==> config.mk <==
export PLATFORM = sky130hd
export DESIGN_NAME = cache_way_ctrl_flat
export DESIGN_NICKNAME = d
export VERILOG_FILES = /design/src/rtl/cache_way_ctrl_pkg.sv /design/src/rtl/cache_way_ctrl_if.sv /design/src/rtl/cache_way_ctrl_plru_victim_sel.sv /design/src/rtl/cache_way_ctrl.sv /design/src/flat_wrapper.sv
export SDC_FILE = /design/constraint.sdc
export NUM_CORES = 1
export LEC_CHECK = 0
export CAP_MARGIN = 20
export CORE_MARGIN = 5
export CORE_UTILIZATION = 64
export CTS_CLUSTER_DIAMETER = 30
export DETAILED_ROUTE_END_ITERATION = 6
export GPL_ROUTABILITY_DRIVEN = 1
export PLACE_DENSITY = 0.95
export SLEW_MARGIN = 20
export SYNTH_ARGS = -nofsm -noshare
export SYNTH_HDL_FRONTEND = slang
export SYNTH_SLANG_ARGS = --single-unit
==> constraint.sdc <==
create_clock -name clk -period 5.6 [get_ports clk]
set_clock_uncertainty 0.1 [all_clocks]
set_input_delay 0.56 -clock clk [delete_from_list [all_inputs] [get_ports clk]]
set_output_delay 0.56 -clock clk [all_outputs]
set_load 0.005 [all_outputs]
==> src/rtl/cache_way_ctrl_pkg.sv <==
// Shared types for the 4-way cache sequencing controller: FSM states, way index,
// pseudo-LRU encoding and a one-hot helper.
package cache_way_ctrl_pkg;

    localparam int WAYS = 4;

    typedef logic [1:0]      way_t;
    typedef logic [2:0]      lru_t;
    typedef logic [WAYS-1:0] way_vec_t;

    typedef enum logic [1:0] {
        IDLE      = 2'd0,
        WRITEBACK = 2'd1,
        FILL      = 2'd2
    } cache_ctrl_state_t;

    function automatic way_vec_t way_onehot(input way_t w);
        return way_vec_t'(1) << w;
    endfunction

endpackage

==> src/rtl/cache_way_ctrl_if.sv <==
// CPU request, physical-memory handshake and datapath strobes of the cache controller.
// master = requester/memory/datapath side, slave = controller side.
interface cache_way_ctrl_if
    import cache_way_ctrl_pkg::*;
#(
    parameter int SET_BITS = 3
);
    logic                mem_read;
    logic                mem_write;
    logic [SET_BITS-1:0] mem_set;
    way_vec_t            tag_match;
    logic                pmem_resp;

    logic                mem_resp;
    logic                pmem_read;
    logic                pmem_write;
    way_t                way_sel;
    logic                wb_addr_sel;
    way_vec_t            data_load;
    way_vec_t            tag_load;

    modport master (
        output mem_read, mem_write, mem_set, tag_match, pmem_resp,
        input  mem_resp, pmem_read, pmem_write, way_sel, wb_addr_sel, data_load, tag_load
    );

    modport slave (
        input  mem_read, mem_write, mem_set, tag_match, pmem_resp,
        output mem_resp, pmem_read, pmem_write, way_sel, wb_addr_sel, data_load, tag_load
    );

endinterface

==> src/rtl/cache_way_ctrl_plru_victim_sel.sv <==
// Combinational victim choice (invalid first, then clean ways in pLRU order)
// and tree-pLRU next state for an accessed way.
module plru_victim_sel
    import cache_way_ctrl_pkg::*;
(
    input  way_vec_t valid,
    input  way_vec_t dirty,
    input  lru_t     lru,
    input  way_t     access_way,
    output way_t     victim,
    output lru_t     lru_next
);

    way_t first;
    way_t sibling;
    way_t third;
    way_t remaining;

    always_comb begin
        // lru[0] picks which pair is older; within a pair the LRU way comes first.
        if (lru[0]) begin
            first = lru[1] ? 2'd0 : 2'd1;
            third = lru[2] ? 2'd2 : 2'd3;
        end else begin
            first = lru[2] ? 2'd2 : 2'd3;
            third = lru[1] ? 2'd0 : 2'd1;
        end
        sibling   = first ^ 2'd1;
        remaining = third ^ 2'd1;

        if (!valid[0])           victim = 2'd0;
        else if (!valid[1])      victim = 2'd1;
        else if (!valid[2])      victim = 2'd2;
        else if (!valid[3])      victim = 2'd3;
        else if (!dirty[first])  victim = first;
        else if (!dirty[sibling]) victim = sibling;
        else if (!dirty[third])  victim = third;
        else                     victim = remaining;
    end

    always_comb begin
        lru_next    = lru;
        lru_next[0] = access_way[1];
        if (!access_way[1]) lru_next[1] = access_way[0];
        else                lru_next[2] = access_way[0];
    end

endmodule

==> src/rtl/cache_way_ctrl.sv <==
// Hit/miss sequencing for a 4-way cache: owns valid/dirty/pLRU per set, picks victims
// and runs writeback then fill with physical memory; hits complete in the request cycle.
module cache_way_ctrl
    import cache_way_ctrl_pkg::*;
#(
    parameter int NUM_SETS = 8,
    parameter int SET_BITS = 3
)(
    input  logic            clk,
    input  logic            rst_n,
    cache_way_ctrl_if.slave bus
);

    cache_ctrl_state_t state_q;
    way_t              victim_q;
    way_vec_t          valid_q [NUM_SETS];
    way_vec_t          dirty_q [NUM_SETS];
    lru_t              lru_q   [NUM_SETS];

    logic [SET_BITS-1:0] set_idx;
    way_vec_t            set_valid;
    way_vec_t            set_dirty;
    lru_t                set_lru;
    lru_t                lru_next;
    way_vec_t            hit_vec;
    way_t                hit_way;
    way_t                victim;
    logic                req;
    logic                hit;

    assign set_idx   = bus.mem_set;
    assign set_valid = valid_q[set_idx];
    assign set_dirty = dirty_q[set_idx];
    assign set_lru   = lru_q[set_idx];
    assign req       = bus.mem_read | bus.mem_write;
    assign hit_vec   = bus.tag_match & set_valid;
    assign hit       = |hit_vec;

    always_comb begin
        if (hit_vec[0])      hit_way = 2'd0;
        else if (hit_vec[1]) hit_way = 2'd1;
        else if (hit_vec[2]) hit_way = 2'd2;
        else                 hit_way = 2'd3;
    end

    plru_victim_sel u_plru (
        .valid      (set_valid),
        .dirty      (set_dirty),
        .lru        (set_lru),
        .access_way (hit_way),
        .victim     (victim),
        .lru_next   (lru_next)
    );

    always_ff @(posedge clk or negedge rst_n) begin
        if (!rst_n) begin
            state_q  <= IDLE;
            victim_q <= '0;
            for (int s = 0; s < NUM_SETS; s++) begin
                valid_q[s] <= '0;
                dirty_q[s] <= '0;
                lru_q[s]   <= '0;
            end
        end else begin
            case (state_q)
                IDLE: begin
                    if (req && hit) begin
                        lru_q[set_idx] <= lru_next;
                        if (bus.mem_write) dirty_q[set_idx][hit_way] <= 1'b1;
                    end else if (req) begin
                        victim_q <= victim;
                        state_q  <= (set_valid[victim] && set_dirty[victim]) ? WRITEBACK : FILL;
                    end
                end
                WRITEBACK: begin
                    if (bus.pmem_resp) state_q <= FILL;
                end
                FILL: begin
                    // The line is installed even if the requester has since gone away.
                    if (bus.pmem_resp) begin
                        valid_q[set_idx][victim_q] <= 1'b1;
                        dirty_q[set_idx][victim_q] <= 1'b0;
                        state_q                    <= IDLE;
                    end
                end
                default: state_q <= IDLE;
            endcase
        end
    end

    always_comb begin
        bus.mem_resp    = 1'b0;
        bus.pmem_read   = 1'b0;
        bus.pmem_write  = 1'b0;
        bus.way_sel     = '0;
        bus.wb_addr_sel = 1'b0;
        bus.data_load   = '0;
        bus.tag_load    = '0;
        case (state_q)
            IDLE: begin
                if (req && hit) begin
                    bus.mem_resp = 1'b1;
                    bus.way_sel  = hit_way;
                    if (bus.mem_write) bus.data_load = way_onehot(hit_way);
                end
            end
            WRITEBACK: begin
                bus.pmem_write  = 1'b1;
                bus.wb_addr_sel = 1'b1;
                bus.way_sel     = victim_q;
            end
            FILL: begin
                bus.pmem_read = 1'b1;
                bus.way_sel   = victim_q;
                if (bus.pmem_resp) begin
                    bus.data_load = way_onehot(victim_q);
                    bus.tag_load  = way_onehot(victim_q);
                end
            end
            default: ;
        endcase
    end

endmodule

==> src/flat_wrapper.sv <==
// flat-port wrapper written by rule: the top's interface ports become plain ports
module cache_way_ctrl_flat import cache_way_ctrl_pkg::*;
#(
    parameter int NUM_SETS = 8,
    parameter int SET_BITS = 3
)
  (clk, rst_n, bus_mem_read, bus_mem_write, bus_mem_set, bus_tag_match, bus_pmem_resp, bus_mem_resp, bus_pmem_read, bus_pmem_write, bus_way_sel, bus_wb_addr_sel, bus_data_load, bus_tag_load);
  cache_way_ctrl_if #(.SET_BITS(SET_BITS)) bus_i ();
  input  logic clk;
  input  logic rst_n;
  input wire logic [$bits(bus_i.mem_read)-1:0] bus_mem_read;
  input wire logic [$bits(bus_i.mem_write)-1:0] bus_mem_write;
  input wire logic [$bits(bus_i.mem_set)-1:0] bus_mem_set;
  input wire logic [$bits(bus_i.tag_match)-1:0] bus_tag_match;
  input wire logic [$bits(bus_i.pmem_resp)-1:0] bus_pmem_resp;
  output wire logic [$bits(bus_i.mem_resp)-1:0] bus_mem_resp;
  output wire logic [$bits(bus_i.pmem_read)-1:0] bus_pmem_read;
  output wire logic [$bits(bus_i.pmem_write)-1:0] bus_pmem_write;
  output wire logic [$bits(bus_i.way_sel)-1:0] bus_way_sel;
  output wire logic [$bits(bus_i.wb_addr_sel)-1:0] bus_wb_addr_sel;
  output wire logic [$bits(bus_i.data_load)-1:0] bus_data_load;
  output wire logic [$bits(bus_i.tag_load)-1:0] bus_tag_load;
  assign bus_i.mem_read = bus_mem_read;
  assign bus_i.mem_write = bus_mem_write;
  assign bus_i.mem_set = bus_mem_set;
  assign bus_i.tag_match = bus_tag_match;
  assign bus_i.pmem_resp = bus_pmem_resp;
  assign bus_mem_resp = bus_i.mem_resp;
  assign bus_pmem_read = bus_i.pmem_read;
  assign bus_pmem_write = bus_i.pmem_write;
  assign bus_way_sel = bus_i.way_sel;
  assign bus_wb_addr_sel = bus_i.wb_addr_sel;
  assign bus_data_load = bus_i.data_load;
  assign bus_tag_load = bus_i.tag_load;
  cache_way_ctrl #(.NUM_SETS(NUM_SETS), .SET_BITS(SET_BITS)) u_core (.clk(clk), .rst_n(rst_n), .bus(bus_i));
endmodule
Word level (Yosys, flattened, before mapping):

Index checks and enable logic that the tools add are counted.

* register bits after elaboration: 92
* input port bits: 12
* output and inout port bits: 14
* word-level logic and storage cells: 137

* magnitude comparators: 10
* eq/ne operators: 8
* shifts and indexed selects: 2
* multiplexer cells: 67
* bitwise operators: 10
* reduce and logical (&&, ||, !) cells: 14

Operators by type and width (count)
* $mux W32: 3
* $or A32 B32 Y32: 2
* $pmux W32 S2: 1
* $mux W4: 10
* $and A32 B32 Y32: 1
* $mux W2: 16
* $not A32 Y32: 1
* $bmux W4 S3: 2
* $bwmux W24: 1
* $demux W4 S3: 2
* $lt A2 B3 Y1 const B: 6
* $mux W1: 17
* $bmux W1 S2: 5
* $bmux W3 S3: 1
* $demux W3 S3: 1
* $mux W3: 3
* $ne A2 B2 Y1 const B: 4
* $pmux W4 S2: 1
* $reduce_and A4 Y1: 2
* $shl A1 B2 Y4 const A: 2
* $pmux W2 S3: 1
* $logic_and A1 B1 Y1: 5
* $and A4 B4 Y4: 1
* $demux W1 S2: 2
* 16 further kinds: 21

Depth between registers and ports, before layout:

Gate-level depths: netlist of run 1.

* depth in word-level cells: 22
* gate-level depth with buffers: 12
* mapped depth without buffers: 9

Cells and area by module:

A second synthesis of run 1 with hierarchy kept.

* cells, all modules: 494
* area total of the unflattened synthesis: 5113.7 sq um

Modules (own cells, without submodules)
* cache_way_ctrl: instances 1, cells an instance 470, area each 4948.5 sq um, sequential area each 2302.2 sq um
* plru_victim_sel: instances 1, cells an instance 24, area each 165.2 sq um, sequential area each 0.0 sq um

Worst setup path after synthesis of run 1:

Ideal clock, no wire load.

* path kind: input to output
* from: input port bus_mem_set[1]
* to: output port bus_data_load[2]
* arrival: 2.239 ns
* data required time: 4.940 ns
* setup slack: 2.701 ns
* stages on the path: 9
* path buffers: 3
* cells stage by stage: buf_6 buf_2 mux2i_1 o22ai_1 o31ai_1 and2_0 buf_2 inv_1 o31ai_1

* longest elaborated chain between the ends: 12
* elaborated cells on any way between the ends: 14
* classes of those cells: 1 x shift; 9 x mux; 2 x bitwise; 2 x reduce/logical

Ends and longest elaborated chain
* start, declared: RTL line flat_wrapper.sv:13 `input wire logic [$bits(bus_i.mem_set)-1:0] bus_mem_set;`
* $not A3 Y4 (not written as such) (*): RTL line cache_way_ctrl.sv:32 `assign set_valid = valid_q[set_idx];`
* $bmux W4 S3 (*): RTL line cache_way_ctrl.sv:32
* $mux W4 (not written as such) (*) (2 in series): RTL line cache_way_ctrl.sv:32
* $and A4 B4 Y4 (*): RTL line cache_way_ctrl.sv:36 `assign hit_vec = bus.tag_match & set_valid;`
* $mux W1: RTL line cache_way_ctrl.sv:42 `else if (hit_vec[2]) hit_way = 2'd2;`
* $mux W2: RTL line cache_way_ctrl.sv:41 `else if (hit_vec[1]) hit_way = 2'd1;`
* $mux W2: RTL line cache_way_ctrl.sv:40 `if (hit_vec[0]) hit_way = 2'd0;`
* $shl A1 B2 Y4: RTL line cache_way_ctrl_pkg.sv:18 `return way_vec_t'(1) << w;`
* $mux W4: RTL line cache_way_ctrl.sv:104 `if (bus.mem_write) bus.data_load = way_onehot(hit_way);`
* $mux W4 (*): RTL line cache_way_ctrl.sv:101 `if (req && hit) begin`
* $pmux W4 S2 (*): RTL line cache_way_ctrl.sv:99 `case (state_q)`
* end, declared: RTL line flat_wrapper.sv:21 `output wire logic [$bits(bus_i.data_load)-1:0] bus_data_load;`

Mark *: on every way between the ends. The rest lies on a longest branch, timed or not. The select of a mux whose other input is x is not followed.

Final worst setup path of run 1:

* from: input port bus_mem_set[1]
* to: output port bus_data_load[3]

Same word-level chain as after synthesis.

==> impl_summary.md, run 1 <==
CTS
In this run the deepest clock path goes through 2 buffers. The clock transition time at the flip-flop clock pins of the worst setup and hold paths is 0.09 ns. The number of clock buffers added by TritonCTS is 9. Counting every sink on the clock net gives 92. The clock reaches the later pin of the worst-skew pair after 0.37 ns.

The TritonCTS clock tree is yes. Clock tree synthesis selected as its root buffer the cell sky130_fd_sc_hd__clkbuf_8. The clock tree synthesis step divided the H-tree into 3 levels.

Timing
The final-report hold violation count was 0. The final critical-path share of the clock period is 87.68%. The number of pins exceeding their max-slew limit in the final report is 0. The maximum clock frequency is 0.2037 GHz.

Setup total negative slack on the finished layout was measured at 0 ns. Setup violations remaining at the end of the flow were counted as 0. The actual transition at the worst max-transition pin is 0.9168 ns. The worst pin sits at a relative slew slack of 38.88%. After layout, the minimum clock period comes to 4.910 ns. Setup repair after global routing left no endpoint under its margin.

Placement
During placement, the flow inserted port buffers numbering 25. At the end of routability-driven placement, the weighted congestion stood at 0.9636. After detailed placement, the design holds a cell count of 559.

Summed over all nets, the half-perimeter wirelength after detailed placement is 8118 um. The cell area after placement is 0.004974 sq mm.

Drt
For this block, the initial DRC count from the detailed router was 368. The count of nets left with antenna violations after detail routing is 0. After detailed routing, the number of vias per cell comes to 6.630.

The average wire per standard cell is 20.59 um. The routed layout has 3812 vias. The first TritonRoute pass finished after 5 iterations. The DRC violations left is 0. Wires add up to 11840 um.

Synth
After synthesis, the mean cell area works out to 10.31 sq um. Counting flops and latches in the post-synthesis netlist gives 92. Yosys printed 0 warnings.

After technology mapping, the gate count stands at 455. The portion of the post-synthesis area used by sequential elements is 49.08%. Counting every net in the synthesized netlist gives 471.

The top flip-flop cell by instance count after synthesis is sky130_fd_sc_hd__dfrtp_1. The number of synthesized flops with an enable pin is 0. The distinct cell type count after synthesis is 50.

The post-synthesis instance area is 0.004691 sq mm. In the synthesized netlist the async set-or-reset flop fraction comes to 100.0%.

Final layout
Cells with a size suffix above 1 make up 12.39% of the layout. 0 antenna diodes ended up in the layout. The finished cells cover 0.005174 sq mm.

Excluding fillers, the count of instances in the completed layout stands at 575. The number of nets in the finished design is 488. The growth of design area from synthesis to finish is 10.30%.

Setup path
The worst path required time is 4.94 ns. Of all nets on the critical path, the largest fanout is 24. STA classifies the critical path startpoint as a primary input. The data arrival time at the worst-slack endpoint is 4.25 ns. The critical path is of the primary input to output port type.

STA classifies the critical path endpoint as an output port.

Min path
In this run the worst hold path is classified as flop to flop.

Run status
The run finished with clean final reports.

Die
The die is 95.61 um wide. The die is 95.61 um tall. Once the floorplan was initialized, standard cells occupied 65.37% of the core. The core region is 0.007176 sq mm. The die footprint is 0.009141 sq mm.

The count of pins on the block boundary is 26. The initialized floorplan defines 31 standard-cell rows.

Pwr
The maximum vdd ir drop is 0.2254 mV. In this run the static leakage power is 2.371 nW. The cell area power density is 381.5 mW/mm^2.

Global route
The initial antenna violation count is 0. The via count of the first global-routing pass was 3801. The first-pass GRT wire length is 19350 um. The total overflow left after global routing is 0. Entering global routing, the biggest net connects 75 pins. The global-route usage over all layers is 28.46%.

Run
The max-cap violation count is 0.
==> report_power, final <==
part	internal, mW	switching [mW]	leakage (nW)
logic	0.267	0.327	1.05
registers	0.839	0.103	1.22
clock network	0.204	0.234	0.0990
==> cell families after synthesis <==
kind of cell	Yosys count	share of synthesized area, %
AO/OA/AOI/OAI	154	20.33
AND/OR/NAND/NOR	119	12.86
flip-flops	92	49.08
multiplexers	50	13.04
buffers and inverters	36	3.628
adder cells (fa/ha/maj)	4	1.067
==> sequential cells by signal (all words and copies together), names as in the netlist <==
register,count
u_core.dirty_q,32
u_core.valid_q,32
u_core.lru_q,24
u_core.state_q,2
u_core.victim_q,2
==> critical path: stages <==
cell and delay [ns]:
sky130_fd_sc_hd__clkdlybuf4s50_1 0.88, sky130_fd_sc_hd__buf_4 0.39, sky130_fd_sc_hd__or3b_1 0.35, sky130_fd_sc_hd__a21boi_0 0.35
sky130_fd_sc_hd__o31ai_2 0.18, sky130_fd_sc_hd__a41oi_2 0.53, sky130_fd_sc_hd__nand2_2 0.18, sky130_fd_sc_hd__o21ai_0 0.27
sky130_fd_sc_hd__clkdlybuf4s50_1 0.56
==> cell usage in the layout, fill, tap and decap left out, types with 2 or more instances in the layout <==
cell,n
sky130_fd_sc_hd__dfrtp_1,92
sky130_fd_sc_hd__o21ai_0,61
sky130_fd_sc_hd__nand2_1,42
sky130_fd_sc_hd__o21ai_1,25
sky130_fd_sc_hd__mux2i_1,24
sky130_fd_sc_hd__clkdlybuf4s50_1,23
sky130_fd_sc_hd__mux2_2,19
sky130_fd_sc_hd__nand3_1,17
sky130_fd_sc_hd__a21o_1,16
sky130_fd_sc_hd__o21bai_1,15
sky130_fd_sc_hd__nor2_1,11
sky130_fd_sc_hd__inv_1,9
sky130_fd_sc_hd__nand2b_1,9
sky130_fd_sc_hd__clkbuf_8,9
sky130_fd_sc_hd__buf_4,8
sky130_fd_sc_hd__a21oi_1,7
sky130_fd_sc_hd__nand3b_1,7
sky130_fd_sc_hd__mux4_2,7
sky130_fd_sc_hd__a22oi_1,6
sky130_fd_sc_hd__or3_1,5
sky130_fd_sc_hd__nor3_1,5
sky130_fd_sc_hd__a31o_2,5
sky130_fd_sc_hd__and3_1,4
sky130_fd_sc_hd__and2_1,4
sky130_fd_sc_hd__nor2b_1,4
sky130_fd_sc_hd__ha_1,4
sky130_fd_sc_hd__a21boi_0,3
sky130_fd_sc_hd__o31ai_1,3
sky130_fd_sc_hd__clkinv_4,3
sky130_fd_sc_hd__or3b_1,2
sky130_fd_sc_hd__nor3b_1,2
sky130_fd_sc_hd__nand4_1,2
sky130_fd_sc_hd__clkinv_2,2
==> cells in the mapped netlist, types with 4 or more instances <==
cell                       instances  area [sq um]
sky130_fd_sc_hd__nand3b_1          7         52.55
sky130_fd_sc_hd__o21ai_0          61         305.3
sky130_fd_sc_hd__nand2_1          42         157.7
sky130_fd_sc_hd__or3_1             5         31.28
sky130_fd_sc_hd__a21oi_1           7         35.03
sky130_fd_sc_hd__a22oi_1           6         45.04
sky130_fd_sc_hd__dfrtp_1          92          2302
sky130_fd_sc_hd__and2_1            4         25.02
sky130_fd_sc_hd__mux4_2            7         157.7
sky130_fd_sc_hd__buf_2            10         50.05
sky130_fd_sc_hd__o21ai_1          25         125.1
sky130_fd_sc_hd__mux2i_1          24         240.2
sky130_fd_sc_hd__nand3_1          17         85.08
sky130_fd_sc_hd__ha_1              4         50.05
sky130_fd_sc_hd__nor2_1           11         41.29
sky130_fd_sc_hd__buf_4             4         30.03
sky130_fd_sc_hd__clkbuf_1         12         45.04
sky130_fd_sc_hd__nand2b_1          9         56.30
sky130_fd_sc_hd__and3_1            4         25.02
sky130_fd_sc_hd__nor3_1            5         25.02
sky130_fd_sc_hd__inv_1             9         33.78
sky130_fd_sc_hd__nor2b_1           4         25.02
sky130_fd_sc_hd__o21bai_1         15         112.6
sky130_fd_sc_hd__a31o_2            5         43.79
sky130_fd_sc_hd__mux2_2           19         214.0
sky130_fd_sc_hd__a21o_1           16         120.1
==> path summary, 6_finish.rpt <==
path                                    start                 end  slack (ns)  cells after the start
max                            bus_mem_set[1]    bus_data_load[3]        0.69                      9
min                        u_core.valid_q[27]  u_core.valid_q[27]        0.37                      1
max reg2reg                 u_core.valid_q[7]  u_core.dirty_q[22]        2.48                      9
min reg2reg                u_core.valid_q[27]  u_core.valid_q[27]        0.37                      1
max in group asynchronous               rst_n    u_core.lru_q[12]        3.73                      3
min in group asynchronous               rst_n   u_core.dirty_q[9]        0.49                      2
==> final cells by class <==
cell class | count | area [sq um]
Tap cell | 99 | 123.9
Multi-Input combinational cell | 327 | 2218
Clock buffer | 9 | 123.9
Clock inverter | 6 | 66.31
Sequential cell | 92 | 2302
Inverter | 9 | 33.78
Timing Repair Buffer | 33 | 305.3
Fill cell | 501 | 2002
==> per-layer routing <==
metal	vias up	wire, um	global-route usage (%)
li1	1688	-	-
met4	0	389	14.45
met1	1869	4880	38.18
met5	-	0	0
met3	40	1066	6.551
met2	215	5502	43.43
==> per-stage QoR <==
stage	power [mW]	utilization, %	hold WS, ns	setup WS, ns
CTS	1.968	72.10	0.3654	0.7685
global placement	1.495	69.31	0.3353	0.9864
floorplan	1.327	-	0.1644	2.701
global route	2.092	72.10	0.3842	0.4930
detailed placement	1.527	69.31	0.3401	0.7921
finish	1.974	72.10	0.3654	0.6900
==> timing repair <==
item	CTS	global route
gates resized for setup	0	0
buffers inserted	0	0
hold buffers	1	0
endpoints found under the hold margin	18	0
Note: power is estimated with default switching activity, not from simulation.
==> inputs of run 2 (changes only) <==
ABC_CLOCK_PERIOD_IN_PS = 5600   (was unset)
CORE_UTILIZATION = 58   (was 64)
CTS_CLUSTER_SIZE = 8   (was unset)
PLACE_DENSITY = 0.88   (was 0.95)
==> run 2 against run 1 <==
Net effect:
- first-iteration DRC count is 18% higher
- register-to-register slack got worse by 0.11 ns
- critical path depth decreased by 1
- worst setup slack better by 0.16 ns
- flip-flop and latch count unchanged
- largest power group unchanged
==> impl_summary.md, run 2 (synthesis gave the netlist of run 1 again) <==
Timing
The final critical-path share of the clock period is 84.78% (-2.9 points). The number of pins exceeding their max-slew limit in the final report came to 0 (unchanged). The setup TNS was 0 ns (unchanged). The count of endpoints failing setup in the final report was 0 (unchanged). The final-report hold violation count is 0 (unchanged). Setup repair after global routing left no endpoint under its margin. The minimum clock period came to 4.747 ns (-0.1626 ns). The worst slack on hold paths is 0.1689 ns (-0.1964 ns).

The actual transition at the worst max-transition pin is 0.8032 ns (-0.1136 ns). The remaining max-slew budget at the tightest pin is 46.46% (+7.6 points). The maximum clock frequency is 0.2106 GHz (+3.4%).

Drt
The total iterations of the first detailed-routing run is 5 (unchanged). The via density per instance is 6.648 (+0.27%). The count of nets left with antenna violations after detail routing is 0 (unchanged).

The top routing layer in use is met4. The average wire per standard cell is 20.07 um (-2.5%). The DRC violations left is 0 (unchanged). The detailed-routed wire length on met2 is 5398 um (-1.9%). The routed length on met1 is 4747 um (-2.7%). The total met3 wirelength after detailed routing was 1239 um (+16%). The via count was 3829 (+0.45%). The number of DRC markers after the initial detailed-route iteration was 435 (+18%). The total length of routed wires was 11560 um (-2.4%).

Die
The starting density of the core is 60.08% (-5.3 points). The die span in y is 99.93 um (+4.5%). The standard-cell row count is 32 (+3.2%). The core area was 0.007807 sq mm (+8.8%). The die footprint is 0.009986 sq mm (+9.2%). The count of pins on the block boundary is 26 (unchanged). The die outline width came to 99.93 um (+4.5%).

Global route
The largest net degree at the start of global routing is 93 (+24%). The global-route usage over all layers was 24.19% (-4.3 points). The initial antenna violation count is 0 (unchanged). The total overflow reported by the global router was 0 (unchanged). The via count of the first global-routing pass is 3686 (-3.0%). The first-pass GRT wire length is 19010 um (-1.8%).

CTS
The number of buffers on the longest clock path is 2 (unchanged). The clock latency of the later-clocked register in the worst-skew pair came to 0.36 ns (about the same). The level count of the clock H-tree came to 3 (unchanged). The number of gates given a new drive strength after cts came to 0 (unchanged). The total number of clock tree sinks is 92 (unchanged).

The setup fix buffers added after clock tree synthesis is 0 (unchanged). The TritonCTS clock tree is yes. The clock transition time at the flip-flop clock pins of the worst setup and hold paths came to 0.08 ns (about the same).

The number of buffers added to fix hold violations after cts is 0 (-1). The tree is rooted in a sky130_fd_sc_hd__clkbuf_8. The number of buffers added by the clock tree synthesis step came to 9 (unchanged).

Setup path
The worst-path maximum fanout came to 24 (unchanged). The worst setup path is launched from a primary input. The cell that appears most often on the critical path is sky130_fd_sc_hd__clkdlybuf4s50_1. The sum of buffers and inverters on the critical path is 2 (-1). The worst path required time is 4.94 ns (about the same). The data arrival time at the worst-slack endpoint is 4.09 ns (-0.16 ns).

The signal on the critical path passes through clkdlybuf4s50_1, or3b_1, a21boi_0, o31ai_2, a41oi_2, nand2_2, o21ai_0, clkdlybuf4s50_1. The slowest stage of the critical path is the sky130_fd_sc_hd__clkdlybuf4s50_1 cell. The worst setup path is of the primary input to output port kind.

Among cell families on the critical path, the largest total delay comes from compound AO/OA/AOI/OAI gates. The critical path capture point type is an output port. The delay of the slowest cell on the worst path is 0.81 ns (-0.07 ns).

Placement
The detailed-placement wirelength estimate was 8179 um (+0.75%). The global placement routability congestion is 0.9409 (-2.4%). The count of input and output buffers is 25 (unchanged).

Final layout
The largest registers in the layout are u_core.dirty_q (32), u_core.valid_q (32), u_core.lru_q (24). The proportion of layout cells with a drive suffix above 1 came to 11.81% (-0.58 points). In the layout the commonest cells are 92 x sky130_fd_sc_hd__dfrtp_1, 61 x sky130_fd_sc_hd__o21ai_0, 42 x sky130_fd_sc_hd__nand2_1, 25 x sky130_fd_sc_hd__o21ai_1, 24 x sky130_fd_sc_hd__mux2i_1. Relative to the synthesized area, the layout overhead comes to 9.789%. Leaving out fill and tap cells, the most frequent cell in the layout is sky130_fd_sc_hd__dfrtp_1. The final core area utilization was 65.96% (-6.1 points). The number of nets in the finished design was 485 (-0.61%). The number of inserted filler cells in the final layout is 588 (+17%). The number of inserted diodes is 0 (unchanged).

Pwr
The leakage power figure is 2.353 nW (-0.78%). The cell area power density is 382.1 mW/mm^2 (+0.17%). The maximum vdd ir drop is 0.2580 mV (+14%). The total power after layout was 1.968 mW (-0.29%).

Run status
The flow ran to the end, and the final reports show no timing, DRC or antenna violations.

Min path
The path class of the tightest hold or removal check is primary input to async pin.

Run
The max-cap violation count is 0 (unchanged).
-- run 2: through the flow --
| stage | std cells | cell area [sq um] | worst slack, ns |
|---|---|---|---|
| floorplan | 455 | 4691 | 2.701 |
| global placement | 560 | 4962 | 1.137 |
| detailed placement | 560 | 4962 | 0.9735 |
| CTS | 576 | 5146 | 0.9427 |
| global route | 576 | 5150 | 0.6548 |
| finish | 576 | 5150 | 0.8526 |
-- run 2: final timing paths --
path | start | end | slack [ns] | cells after the start
hold / removal | rst_n | u_core.dirty_q[1] | 0.17 | 1
max in group asynchronous | rst_n | u_core.victim_q[0] | 4.70 | 1
setup reg to reg | u_core.valid_q[12] | u_core.dirty_q[15] | 2.37 | 9
setup / recovery | bus_mem_set[0] | bus_data_load[1] | 0.85 | 8
hold reg to reg | u_core.valid_q[28] | u_core.valid_q[28] | 0.36 | 1
min in group clk | u_core.valid_q[28] | u_core.valid_q[28] | 0.36 | 1
-- run 2: worst register-to-register path, cell delays in order, from the launching register on --
cell,delay (ns)
sky130_fd_sc_hd__dfrtp_1,0.34
sky130_fd_sc_hd__or3b_1,0.35
sky130_fd_sc_hd__a21boi_0,0.38
sky130_fd_sc_hd__o31ai_2,0.21
sky130_fd_sc_hd__a41oi_2,0.58
sky130_fd_sc_hd__nand2_2,0.20
sky130_fd_sc_hd__o21ai_1,0.31
sky130_fd_sc_hd__nand2_1,0.30
sky130_fd_sc_hd__o21ai_0,0.22
sky130_fd_sc_hd__o21ai_0,0.12
-- run 2: report_power, final --
part           leakage [nW]  internal (mW)  switching, mW
logic                  1.04          0.266          0.331
registers              1.22          0.839          0.106
clock network        0.0931          0.204          0.223
-- run 2: layout make-up --
class,instances,area (sq um),area share (%)
clock buffers,11,131.4,2.551
repair buffers,30,284.0,5.515
multi-input cells,327,2218,43.08
well taps,102,127.6,2.478
flip-flops and latches,92,2302,44.70
inverters,9,33.78,0.6560
clock inverters,5,52.55,1.020
-- run 2: metal layers --
layer  GRT usage (%)  vias to the layer above
li1                -                     1682
met5               0                        -
met4           7.038                        0
met1           34.07                     1901
met2           36.33                      224
met3           7.436                       22
==> inputs of run 3 (changes only) <==
ABC_CLOCK_PERIOD_IN_PS = 4950   (was 5600)
clock period = 4.95 ns   (was 5.6 ns; I/O delays follow)
==> run 3 against run 2 <==
Net effect:
- first-iteration DRC count rose by 8.7%
- wire length grew 3.6%
- via count up 0.29%
- largest cell class unchanged
- highest routed layer unchanged
==> impl_summary.md, run 3 (synthesis gave the netlist of run 1 again) <==
Pwr
The internal power consumption is 1.541 mW (+18%). The cell area power density was 443.4 mW/mm^2 (+16%). The part of the power in registers was 46.2% (-1.8 points). The clock group share of total power is 24.5% (+2.8 points).

The leakage power figure is 2.399 nW (+2.0%). The switching power is 0.7763 mW (+18%). The maximum vdd ir drop came to 0.2542 mV (-1.5%). The part of the power in combinational logic was 29.3% (-1.0 points). The switching power as a share of total power is 33.50% (about the same).

Timing
The count of endpoints failing setup in the final report is 0 (unchanged). The final critical-path share of the clock period is 89.87%. Setup repair after global routing left no endpoint under its margin.

The remaining max-slew budget at the tightest pin is 45.06% (-1.4 points). The actual transition at the worst max-transition pin is 0.8241 ns (+0.02095 ns). The number of pins exceeding their max-slew limit in the final report was 0 (unchanged). The final-report hold violation count came to 0 (unchanged). The setup slack of the critical path after layout is 0.5016 ns (-0.3510 ns). The setup TNS is 0 ns (unchanged). Timing would allow up to 0.2248 GHz. For the finished layout, the period the worst path requires is 4.448 ns.

CTS
The root buffer cell is sky130_fd_sc_hd__clkbuf_8. The clock latency of the later-clocked register in the worst-skew pair is 0.36 ns (about the same). The TritonCTS clock tree is yes.

The setup fix buffers added after clock tree synthesis came to 0 (unchanged). The level count of the clock H-tree is 3 (unchanged). The total number of clock tree sinks came to 92 (unchanged). The number of buffers added by the clock tree synthesis step is 9 (unchanged).

The number of buffers added to fix hold violations after cts is 0 (unchanged). The number of gates given a new drive strength after cts came to 0 (unchanged). The clock transition time at the flip-flop clock pins of the worst setup and hold paths is 0.09 ns (about the same). The number of buffers on the longest clock path came to 2 (unchanged).

Final layout
The final core area utilization is 66.94% (+0.98 points). In the layout the commonest cells are 92 x sky130_fd_sc_hd__dfrtp_1, 61 x sky130_fd_sc_hd__o21ai_0, 42 x sky130_fd_sc_hd__nand2_1, 25 x sky130_fd_sc_hd__o21ai_1, 24 x sky130_fd_sc_hd__mux2i_1. Compared with the post-synthesis result, the final layout area differs by 11.42%.

The proportion of layout cells with a drive suffix above 1 is 13.15% (+1.3 points). The number of nets in the finished design is 490 (+1.0%). The final cell count without fillers came to 581 (+0.87%). The library cell used most frequently in the layout, excluding fill and tap cells, is sky130_fd_sc_hd__dfrtp_1.

The number of inserted diodes came to 0 (unchanged). The number of inserted filler cells in the final layout is 582 (-1.0%). The total non-filler cell area in the finished layout is 0.005226 sq mm (+1.5%).

In the final layout, the registers with the most flip-flops are u_core.dirty_q (32), u_core.valid_q (32), u_core.lru_q (24).

Die
The die outline width is 99.93 um (unchanged). The die footprint came to 0.009986 sq mm (unchanged). The starting density of the core is 60.08% (unchanged). The core area is 0.007807 sq mm (unchanged). The standard-cell row count was 32 (unchanged). The count of pins on the block boundary is 26 (unchanged). The die span in y is 99.93 um (unchanged).

Setup path
The data arrival time at the worst-slack endpoint came to 3.85 ns (-0.24 ns). The number of cells on the worst reg-to-reg path is 9 (unchanged). Traced cell by cell, the critical path runs through clkdlybuf4s50_1, buf_4, buf_4, mux2i_1, o22ai_1, o31ai_1, and2_0, inv_1, o31ai_1, clkdlybuf4s50_1. The cell class contributing the biggest share of worst-path delay is buffers and inverters.

The cell at the slowest stage of the critical path is sky130_fd_sc_hd__clkdlybuf4s50_1. The worst-path maximum fanout is 23 (-4.2%). The number of gates on the worst path with buffers counted is 10 (+2).

The start-to-end type of the worst setup path is primary input to output port. The critical path startpoint category is a primary input. The sum of buffers and inverters on the critical path is 5 (+3). The worst path required time is 4.36 ns (-0.58 ns). The critical path capture point type is an output port.

The delay of the slowest cell on the worst path is 0.56 ns (-0.25 ns).

Global route
The total overflow reported by the global router is 0 (unchanged). The global-route usage over all layers is 25.72% (+1.5 points). The initial antenna violation count is 0 (unchanged). The first-pass GRT wire length is 19990 um (+5.2%).

The largest net degree at the start of global routing came to 93 (unchanged). The via count of the first global-routing pass is 3850 (+4.4%).

Drt
The via density per instance came to 6.609 (-0.58%). The via count came to 3840 (+0.29%). The count of nets left with antenna violations after detail routing is 0 (unchanged). The average wire per standard cell is 20.62 um (+2.8%). The total length of routed wires came to 11980 um (+3.6%). The DRC violations left came to 0 (unchanged). The total iterations of the first detailed-routing run is 6 (+1). The number of DRC markers after the initial detailed-route iteration is 473 (+8.7%).

Min path
The tightest min-delay check is of the primary input to async pin type.

Placement
The post-placement setup slack was 0.5832 ns (-0.3903 ns). The detailed-placement wirelength estimate was 8628 um (+5.5%). The cell area after placement is 0.005000 sq mm (+0.76%).

The count of input and output buffers is 25 (unchanged). The global placement routability congestion is 0.9926 (+5.5%). The number of cells after detailed placement was 565 (+0.89%).

Run
The max-cap violation count came to 0 (unchanged).

Run status
The flow ran to the end, and the final reports show no timing, DRC or antenna violations.
==> run 3: worst register-to-register path, cell delays in order, from the launching register on <==
cell                       delay (ns)
sky130_fd_sc_hd__dfrtp_1         0.39
sky130_fd_sc_hd__or3b_1          0.36
sky130_fd_sc_hd__a21boi_0        0.36
sky130_fd_sc_hd__o31ai_1         0.21
sky130_fd_sc_hd__a41oi_2         0.47
sky130_fd_sc_hd__nand2_2         0.18
sky130_fd_sc_hd__o21ai_1         0.28
sky130_fd_sc_hd__nand2_1         0.28
sky130_fd_sc_hd__o21ai_0         0.25
sky130_fd_sc_hd__o21ai_0         0.13
==> run 3: final cells by class <==
cell class                      instances  area [sq um]  share of cell area, %
Tap cell                              102         127.6                  2.442
Clock buffer                            9         123.9                  2.370
Inverter                                9         33.78                 0.6464
Clock inverter                          7         98.84                  1.891
Timing Repair Buffer                   35         321.6                  6.153
Sequential cell                        92          2302                  44.05
Multi-Input combinational cell        327          2218                  42.45
==> run 3: layer usage <==
layer | wire length, um | track usage (%)
met2 | 5530 | 38.94
met1 | 4835 | 35.74
met4 | 440 | 10.40
met5 | 0 | 0
met3 | 1173 | 6.254
==> run 3: worst paths after layout <==
| check | slack [ns] | startpoint | end |
|---|---|---|---|
| setup reg to reg | 1.82 | u_core.valid_q[21] | u_core.dirty_q[27] |
| hold / removal | 0.09 | rst_n | u_core.dirty_q[1] |
| hold reg to reg | 0.37 | u_core.valid_q[25] | u_core.valid_q[25] |
| min in group clk | 0.37 | u_core.valid_q[25] | u_core.valid_q[25] |
| max in group asynchronous | 4.10 | rst_n | u_core.valid_q[27] |
| setup / recovery | 0.50 | bus_mem_set[1] | bus_data_load[2] |
==> run 3: power groups by stage <==
| stage | registers (mW) | clock network [mW] | logic [mW] |
|---|---|---|---|
| 4_1_cts | 1.07 | 0.570 | 0.674 |
| 2_1_floorplan | 1.04 | 0 | 0.465 |
| 3_5_place_dp | 1.08 | 0 | 0.668 |
| 5_1_grt | 1.09 | 0.609 | 0.749 |
| 6_report | 1.07 | 0.568 | 0.679 |
| 3_3_place_gp | 1.07 | 0 | 0.634 |
==> run 3: metrics by stage <==
stage	power (mW)	hold slack, ns
6_report	2.317	0.08931
5_1_grt	2.449	0.1547
4_1_cts	2.310	0.2903
3_5_place_dp	1.750	0.3506
3_3_place_gp	1.700	0.3407
2_1_floorplan	1.501	0.09941
